## src/rtl/ni_flit_fifo_pkg.sv

```systemverilog
// Shared types for the NI flit buffer: per-cycle operation encoding used
// by the occupancy bookkeeping.
package ni_flit_fifo_pkg;

  typedef enum logic [1:0] {
    OP_IDLE = 2'b00,
    OP_POP  = 2'b01,
    OP_PUSH = 2'b10,
    OP_BOTH = 2'b11
  } fifo_op_e;

  function automatic fifo_op_e fifo_op(input logic push, input logic pop);
    return fifo_op_e'({push, pop});
  endfunction

endpackage

```

## src/rtl/ni_fifo_ptr.sv

```systemverilog
// Single circular-buffer pointer; wraps from DEPTH-1 back to 0 so non-power-
// of-two depths never address past the storage array.
module ni_fifo_ptr #(
  parameter int DEPTH = 4,
  parameter int PTR_W = 2
) (
  input  logic             clk,
  input  logic             rst,
  input  logic             advance,
  output logic [PTR_W-1:0] ptr
);

  localparam logic [PTR_W-1:0] LAST = PTR_W'(DEPTH - 1);
  localparam logic [PTR_W-1:0] ONE  = PTR_W'(1);

  always_ff @(posedge clk or negedge rst) begin
    if (!rst)         ptr <= '0;
    else if (advance) ptr <= (ptr == LAST) ? '0 : ptr + ONE;
  end

endmodule

```

## src/rtl/ni_flit_fifo.sv

```systemverilog
// Credit-flow-controlled FWFT flit buffer for the network interface. Returns
// one registered credit per popped flit and flags overflow stickily.
module ni_flit_fifo
  import ni_flit_fifo_pkg::*;
#(
  parameter int DSIZE = 32,
  parameter int DEPTH = 4,
  parameter int PTR_W = 2
) (
  input  logic             clk,
  input  logic             rst,
  input  logic [DSIZE-1:0] flit_in,
  input  logic             flit_valid_in,
  output logic             credit_out,
  output logic [DSIZE-1:0] flit_out,
  output logic             flit_valid_out,
  input  logic             flit_ready_in,
  output logic [PTR_W:0]   count,
  output logic             overflow_err
);

  localparam logic [PTR_W:0] FULL_CNT = (PTR_W+1)'(DEPTH);
  localparam logic [PTR_W:0] ONE      = (PTR_W+1)'(1);

  logic [DSIZE-1:0] mem [DEPTH];
  logic [PTR_W-1:0] wr_ptr, rd_ptr;
  logic             full, pop, push, drop;
  fifo_op_e         op;

  assign flit_valid_out = (count != '0);
  assign full           = (count == FULL_CNT);
  assign pop            = flit_valid_out & flit_ready_in;
  // A full buffer still accepts when the head retires in the same cycle.
  assign push           = flit_valid_in & (~full | pop);
  assign drop           = flit_valid_in & full & ~pop;
  assign op             = fifo_op(push, pop);
  assign flit_out       = mem[rd_ptr];

  ni_fifo_ptr #(.DEPTH(DEPTH), .PTR_W(PTR_W)) u_wr_ptr (
    .clk     (clk),
    .rst     (rst),
    .advance (push),
    .ptr     (wr_ptr)
  );

  ni_fifo_ptr #(.DEPTH(DEPTH), .PTR_W(PTR_W)) u_rd_ptr (
    .clk     (clk),
    .rst     (rst),
    .advance (pop),
    .ptr     (rd_ptr)
  );

  for (genvar i = 0; i < DEPTH; i++) begin : g_entry
    always_ff @(posedge clk or negedge rst) begin
      if (!rst)                                 mem[i] <= '0;
      else if (push && wr_ptr == PTR_W'(i))     mem[i] <= flit_in;
    end
  end

  always_ff @(posedge clk or negedge rst) begin
    if (!rst) begin
      count <= '0;
    end else begin
      case (op)
        OP_PUSH: count <= count + ONE;
        OP_POP:  count <= count - ONE;
        default: count <= count;
      endcase
    end
  end

  always_ff @(posedge clk or negedge rst) begin
    if (!rst) begin
      credit_out   <= 1'b0;
      overflow_err <= 1'b0;
    end else begin
      credit_out <= pop;
      if (drop) overflow_err <= 1'b1;
    end
  end

endmodule

```

## config.mk

```make
export PLATFORM = sky130hd
export DESIGN_NAME = ni_flit_fifo
export DESIGN_NICKNAME = d
export VERILOG_FILES = /design/src/rtl/ni_flit_fifo_pkg.sv /design/src/rtl/ni_fifo_ptr.sv /design/src/rtl/ni_flit_fifo.sv
export SDC_FILE = /design/constraint.sdc
export NUM_CORES = 1
export LEC_CHECK = 0
export CORE_ASPECT_RATIO = 1.2
export CORE_MARGIN = 1
export CORE_UTILIZATION = 60
export CTS_CLUSTER_DIAMETER = 50
export DETAILED_ROUTE_END_ITERATION = 16
export PLACE_DENSITY = 0.85
export SYNTH_ARGS = -nofsm -noshare
export SYNTH_HDL_FRONTEND = slang
export SYNTH_SLANG_ARGS = --single-unit
```

## constraint.sdc

```tcl
create_clock -name clk -period 4.6 [get_ports clk]
set_clock_uncertainty 0.1 [all_clocks]
set_input_delay 0.46 -clock clk [delete_from_list [all_inputs] [get_ports clk]]
set_output_delay 0.46 -clock clk [all_outputs]
set_load 0.02 [all_outputs]
```

==> summary.txt, run 1 <==
Status
  • Outcome: finished clean

Die
  • Total core area: 9662 sq um
  • Die area: 10490 sq um
  • Die span in y: 112.0 microns
  • Starting Density: 62.60%
  • # rows: 39
  • Die Wd: 93.66 microns
  • IO Pins: 74

Min path
  • Worst min path class: input port to asynchronous set/reset pin

STA
  • Finish-stage setup viols: 0
  • Worst-margin pin slew: 1.106 ns
  • Unrepaired setup endpoints after global routing: no
  • WHS: 0.03265 ns
  • Final hold viol count: 0
  • Post-route setup slack: 1.316 ns
  • Fmax achieved: 304.5 MHz
  • Setup_tns: 0 ns
  • Rel. slew slack: 26.12%
  • Min cycle time layout: 3.284 ns
  • Pins Over Slew Limit: 0
  • Period utilization: 71.39%

Synthesis
  • FFs w/ async S/R, synth: 100.0%
  • Number of synthesized flops with an enable pin: 0
  • Most common flop cell mapped by yosys: dfrtp_1
  • Area fraction of the dominant cell type after synthesis: 56.68%
  • Top cells by count, synth: dfrtp_1, mux2_2, mux4_2, buf_6, nor2_1
  • FF+latch count, synth: 137
  • Cell taking the most area after synthesis: dfrtp_1
  • Most frequent cell after synthesis: dfrtp_1
  • Mapped cell area: 6048 sq um
  • Syn avg cell area: 17.09 sq um
  • Yosys warns: 0
  • Synth Instances: 354
  • Top cells by area, synth: dfrtp_1, mux2_2, mux4_2
  • Register area share after synthesis: 56.68%
  • Synth cell types: 18
  • Syn_nets: 397

Clock network
  • Clk pin slew, worst setup/hold paths: 0.06 ns
  • Root Buffer: clkbuf_16
  • Number of buffers created by CTS: 17
  • CTS Sinks: 137
  • CTS hold repair buffers: 0
  • Post-CTS sizing: 0
  • Worst-skew pair later-pin latency: 0.41 ns
  • CTS tree: yes
  • H-tree depth: 4
  • Post-CTS Repair Setup Buffers: 0
  • Clock Tree Buf Depth: 2

Worst setup path
  • Worst Path Arrival: 2.72 ns
  • Crit path max fanout: 20
  • CP Launch Type: flop
  • CP Capture Type: output port
  • Worst EP required: 4.04 ns
  • Crit Path Class: flop to output port

Drt
  • Post-route ant nets: 0
  • Via-per-instance ratio: 5.920
  • DRT Pass-1 Iters: 4
  • DRT iter0 DRCs: 139
  • DRC errors left: 0
  • Avg WL per Cell: 21.23 microns
  • Routed wire length: 11.98 mm
  • DR vias: 3339

Power and ir drop
  • Pwr/cell area: 855.3 nW/um^2
  • Design Power: 0.006325 W
  • Max rail drop VDD: 665.8 uV
  • Pleak: 3.056 nW

Place
  • Pre-CTS setup slack: 1.600 ns
  • PortBufs: 73
  • DP HPWL: 7.173 mm
  • GPL Wtd Cong: 0.7378

GRT
  • GR Util met2: 42.30%
  • GR Util met1: 32.69%
  • GR peak layer: met2
  • Largest net degree at the start of global routing: 102
  • Vias in the first global route: 3806
  • Met3 GRT Util: 6.489%
  • First-pass GRT wire length: 19.87 mm
  • GRT Total Usage: 25.81%
  • Congestion Overflow GR: 0
  • Initial antenna violation count: 0

Finish
  • Area of the multi-input gates: 2457 sq um
  • # diodes: 0
  • Register Area: 3431 sq um
  • Nets: 471
  • Filler instances: 579
  • Share of post-route cells with drive strength above 1: 46.26%
  • Area growth syn-to-layout: 22.26%

Run
  • Max-Cap Viols: 0
==> power by group <==
part	switching (W)	internal, W	leakage, nW
sequential	0.000451	0.00183	1.62
combinational	0.00109	0.00162	1.14
clock	0.000481	0.000848	0.296
total	0.00203	0.00430	3.06
==> registers in the layout, summed over array words and instances (netlist names) <==
register and count:
mem 128, count 3, u_rd_ptr.ptr 2, u_wr_ptr.ptr 2, credit_out 1, overflow_err 1
==> stage by stage <==
stage / util (%) / instance area (sq um) / cells
final: 76.53 / 7395 / 564
after global routing: 76.53 / 7395 / 564
after CTS: 76.53 / 7395 / 564
after detailed placement: 70.50 / 6812 / 532
after global placement: 70.50 / 6812 / 532
after floorplan: - / 6048 / 354
==> path summary, 6_finish.rpt <==
kind | from | to | slack (ns) | cells after the start
min in group clk | overflow_err | overflow_err | 0.39 | 1
max in group asynchronous | rst | mem[125] | 3.34 | 2
setup reg to reg | count[1] | count[2] | 1.98 | 8
setup / recovery | u_rd_ptr.ptr[0] | flit_out[16] | 1.32 | 3
hold reg to reg | overflow_err | overflow_err | 0.39 | 1
hold / removal | rst | mem[116] | 0.03 | 1
==> cell type report <==
type	instances	area share (%)
Clock inverter	9	1.286
Clock buffer	23	6.599
Tap cell	123	2.081
Inverter	6	0.3046
Multi-Input combinational cell	191	33.23
Sequential cell	137	46.40
Timing Repair Buffer	75	10.10
==> layer usage <==
layer  wire [microns]  up-vias
met5                0        -
li1                 -     1448
met3              529       18
met1             4974     1792
met4              222        0
met2             6249       81
==> cell usage in the layout, fill, tap and decap left out, types with 2 or more instances in the layout <==
| master | Yosys | routed |
|---|---|---|
| clkbuf_16 | 0 | 17 |
| mux4_2 | 32 | 32 |
| dfrtp_1 | 137 | 135 |
| nand2_1 | 5 | 5 |
| xor2_1 | 2 | 2 |
| nor2_4 | 0 | 4 |
| ha_1 | 6 | 6 |
| bufinv_16 | 0 | 2 |
| inv_1 | 6 | 6 |
| clkbuf_8 | 0 | 4 |
| clkbuf_1 | 4 | 2 |
| buf_4 | 0 | 2 |
| nor2_1 | 7 | 3 |
| clkdlybuf4s50_1 | 0 | 72 |
| clkinv_2 | 0 | 7 |
| mux2_2 | 132 | 132 |
| dfrtp_2 | 0 | 2 |
==> logic make-up after synthesis <==
group,after synthesis,share of synthesized area [%]
muxes,165,36.66
and+or+nand+nor,15,1.345
buffers and inverters,26,3.186
adders and majority gates,7,1.572
xor gates and xnor gates,3,0.4345
AOI/OAI and AO/OA,1,0.1242
DFF,137,56.68
==> critical path: stages, from the launching register on <==
cell and delay [ns]:
dfrtp_2 0.76, buf_4 0.42, mux4_2 0.55, clkdlybuf4s50_1 0.56
No activity file was read; power rests on OpenSTA's default activity.
==> run 2, diff against run 1 <==
--- a/config.mk
+++ b/config.mk
@@ -7,10 +7,10 @@
 export LEC_CHECK = 0
 export CORE_ASPECT_RATIO = 1.2
 export CORE_MARGIN = 1
-export CORE_UTILIZATION = 60
+export CORE_UTILIZATION = 50
 export CTS_CLUSTER_DIAMETER = 50
 export DETAILED_ROUTE_END_ITERATION = 16
-export PLACE_DENSITY = 0.85
+export PLACE_DENSITY = 0.76
 export SYNTH_ARGS = -nofsm -noshare
 export SYNTH_HDL_FRONTEND = slang
 export SYNTH_SLANG_ARGS = --single-unit
==> constraint.sdc (replaced) <==
create_clock -name clk -period 2.85 [get_ports clk]
set_clock_uncertainty 0.1 [all_clocks]
set_input_delay 0.285 -clock clk [delete_from_list [all_inputs] [get_ports clk]]
set_output_delay 0.285 -clock clk [all_outputs]
set_load 0.02 [all_outputs]
==> run 2 against run 1 <==
  * Clock-buffer cell count shrank 3
  * Combinational power grew 70%
  * Clock power grew 73%
  * Sequential power grew 54%
  * Final cell count grew 8.3%
  * Total power grew 65%
  * Critical path type unchanged
  * Largest power group unchanged
  * Core utilization shrank 11 points
  * Hold slack gained 0.31 ns
  * Wire length shrank 2.5%
  * Critical path depth is the same
  * Sequential share of layout area shrank 1.3 points
==> summary.txt, run 2 (same netlist as run 1, synthesis figures left out) <==
Status
  • Outcome: finished clean (unchanged)

STA
  • Worst-margin pin slew: 0.6607 ns (was 1.106 ns)
  • Setup_tns: 0 ns (unchanged)
  • Min cycle time layout: 2.642 ns
  • Unrepaired setup endpoints after global routing: no (unchanged)
  • Period utilization: 92.69%
  • Pins Over Slew Limit: 0 (unchanged)
  • Final hold viol count: 0 (unchanged)
  • Finish-stage setup viols: 0 (unchanged)
  • Rel. slew slack: 55.95% (was 26.12%)
  • Fmax achieved: 378.6 MHz

Finish
  • Max FFs per register: 128 (unchanged)
  • Filler instances: 846 (was 579)
  • Area growth syn-to-layout: 25.80% (was 22.26%)
  • Largest registers: mem (128), count (3) (unchanged)
  • Top reg by flops: mem (unchanged)
  • Nets: 484 (was 471)
  • Finished Cell Area: 7609 sq um (was 7395 sq um)
  • Most common cell after layout, fill and taps aside: dfrtp_1 (unchanged)
  • Share of post-route cells with drive strength above 1: 47.80% (was 46.26%)
  • # diodes: 0 (unchanged)
  • Commonest cells after routing, fill and taps aside: dfrtp_1, mux2_2, clkdlybuf4s50_1, mux4_2, clkbuf_16 (unchanged)

Worst setup path
  • Crit Path Class: flop to output port (unchanged)
  • CP Launch Type: flop (unchanged)
  • CP max stage delay: 0.59 ns (was 0.76 ns)
  • Worst Path Arrival: 2.26 ns (was 2.72 ns)
  • Crit path max fanout: 18 (was 20)
  • CP bufs+invs: 2 (unchanged)
  • CP Cell Sequence: buf_4, mux4_2, clkdlybuf4s50_1 (unchanged)
  • Slowest cell on the critical path: mux4_2 (was dfrtp_2)
  • Worst EP required: 2.47 ns (was 4.04 ns)
  • Cell family with most CP delay: buffers and inverters (unchanged)
  • CP Capture Type: output port (unchanged)

Die
  • Total core area: 11670 sq um (was 9662 sq um)
  • IO Pins: 74 (unchanged)
  • Starting Density: 51.81% (was 62.60%)
  • Die Wd: 102.4 microns (was 93.66 microns)
  • # rows: 43 (was 39)
  • Die span in y: 122.5 microns (was 112.0 microns)
  • Die area: 12540 sq um (was 10490 sq um)

Drt
  • Post-route ant nets: 0 (unchanged)
  • Via-per-instance ratio: 5.524 (was 5.920)
  • DRT iter0 DRCs: 122 (was 139)
  • DRT Pass-1 Iters: 4 (unchanged)
  • Routed wire length: 11.68 mm (was 11.98 mm)
  • DRC errors left: 0 (unchanged)
  • Avg WL per Cell: 19.12 microns (was 21.23 microns)
  • DR vias: 3375 (was 3339)

Power and ir drop
  • Pwr/cell area: 1370 nW/um^2 (was 855.3 nW/um^2)
  • Pleak: 3.130 nW (was 3.056 nW)
  • Max rail drop VDD: 670.4 uV (was 665.8 uV)

Clock network
  • H-tree depth: 4 (unchanged)
  • CTS tree: yes (unchanged)
  • Clk pin slew, worst setup/hold paths: 0.06 ns (about the same)
  • Root Buffer: clkbuf_16 (unchanged)
  • Worst-skew pair later-pin latency: 0.40 ns (was 0.41 ns)
  • CTS Sinks: 137 (unchanged)
  • Number of buffers created by CTS: 17 (unchanged)
  • Clock Tree Buf Depth: 2 (unchanged)
  • Post-CTS Repair Setup Buffers: 0 (unchanged)

Place
  • GPL Wtd Cong: 0.6936 (was 0.7378)
  • Post-DP Area: 6969 sq um (was 6812 sq um)
  • DP HPWL: 7.450 mm (was 7.173 mm)
  • PortBufs: 73 (unchanged)

GRT
  • GRT Total Usage: 21.28% (was 25.81%)
  • Congestion Overflow GR: 0 (unchanged)
  • Vias in the first global route: 3724 (was 3806)
  • Largest net degree at the start of global routing: 73 (was 102)
  • Initial antenna violation count: 0 (unchanged)
  • First-pass GRT wire length: 19.48 mm (was 19.87 mm)

Min path
  • Worst min path class: input port to asynchronous set/reset pin (unchanged)

Run
  • Max-Cap Viols: 0 (unchanged)
[run 2: layout make-up]
| type | count | area (sq um) | share of cell area [%] |
|---|---|---|---|
| clock buffer | 20 | 456.7 | 6.002 |
| clock inverter | 12 | 172.7 | 2.269 |
| inverter | 6 | 22.52 | 0.2960 |
| multi-input combinational | 191 | 2457 | 32.30 |
| sequential | 137 | 3431 | 45.09 |
| tap | 157 | 196.4 | 2.582 |
| timing repair buffer | 88 | 872.1 | 11.46 |
[run 2: worst register-to-register path: cells and delay by family (launching register included)]
kind / cells / cell delay, ns
XOR/XNOR: 2 / 0.30
flip-flops: 1 / 0.45
AND/OR/NAND/NOR: 3 / 0.62
adder cells (fa/ha/maj): 2 / 0.57
buffers and inverters: 1 / 0.06
[run 2: metrics by stage]
| stage | hold WS [ns] | instances | setup WS, ns | total power (W) | utilization [%] |
|---|---|---|---|---|---|
| finish | 0.3434 | 611 | 0.2084 | 0.01042 | 65.17 |
| CTS | 0.3678 | 611 | 0.1527 | 0.01054 | 65.17 |
| global placement | 0.2229 | 578 | 0.4899 | 0.008010 | 59.69 |
| floorplan | -0.1106 | 354 | 0.6369 | 0.006504 | - |
| detailed placement | 0.2348 | 578 | 0.4152 | 0.008186 | 59.69 |
| global route | 0.4172 | 611 | 0.07583 | 0.01101 | 65.17 |
[run 2: where the power goes]
part / internal, W / switching [W]
Combinational: 0.00268 / 0.00193
Clock: 0.00150 / 0.000792
Sequential: 0.00296 / 0.000551
Total: 0.00714 / 0.00328
[run 2: worst paths after layout]
| path | endpoint | slack (ns) | startpoint | cells past startpoint |
|---|---|---|---|---|
| min in group clk | mem[52] | 0.40 | mem[52] | 1 |
| max | flit_out[31] | 0.21 | u_rd_ptr.ptr[0] | 3 |
| min reg2reg | mem[52] | 0.40 | mem[52] | 1 |
| min | mem[21] | 0.34 | rst | 2 |
| max reg2reg | count[2] | 0.69 | count[0] | 8 |
| max in group asynchronous | mem[60] | 1.57 | rst | 3 |
[run 2: what timing repair did]
item | 4_1_cts | 5_1_grt
endpoints found under the hold margin | 70 | 0
hold buffers | 1 | 0
gates resized for setup | 0 | 0
endpoints found under the setup margin | 0 | 0
[run 2: layer usage]
layer / wire length [microns] / up-vias / GRT usage (%)
met2: 6270 / 79 / 35.40
met3: 444 / 8 / 5.011
met4: 108 / 0 / 7.054
met1: 4857 / 1811 / 27.50
met5: 0 / - / 0
li1: - / 1477 / -
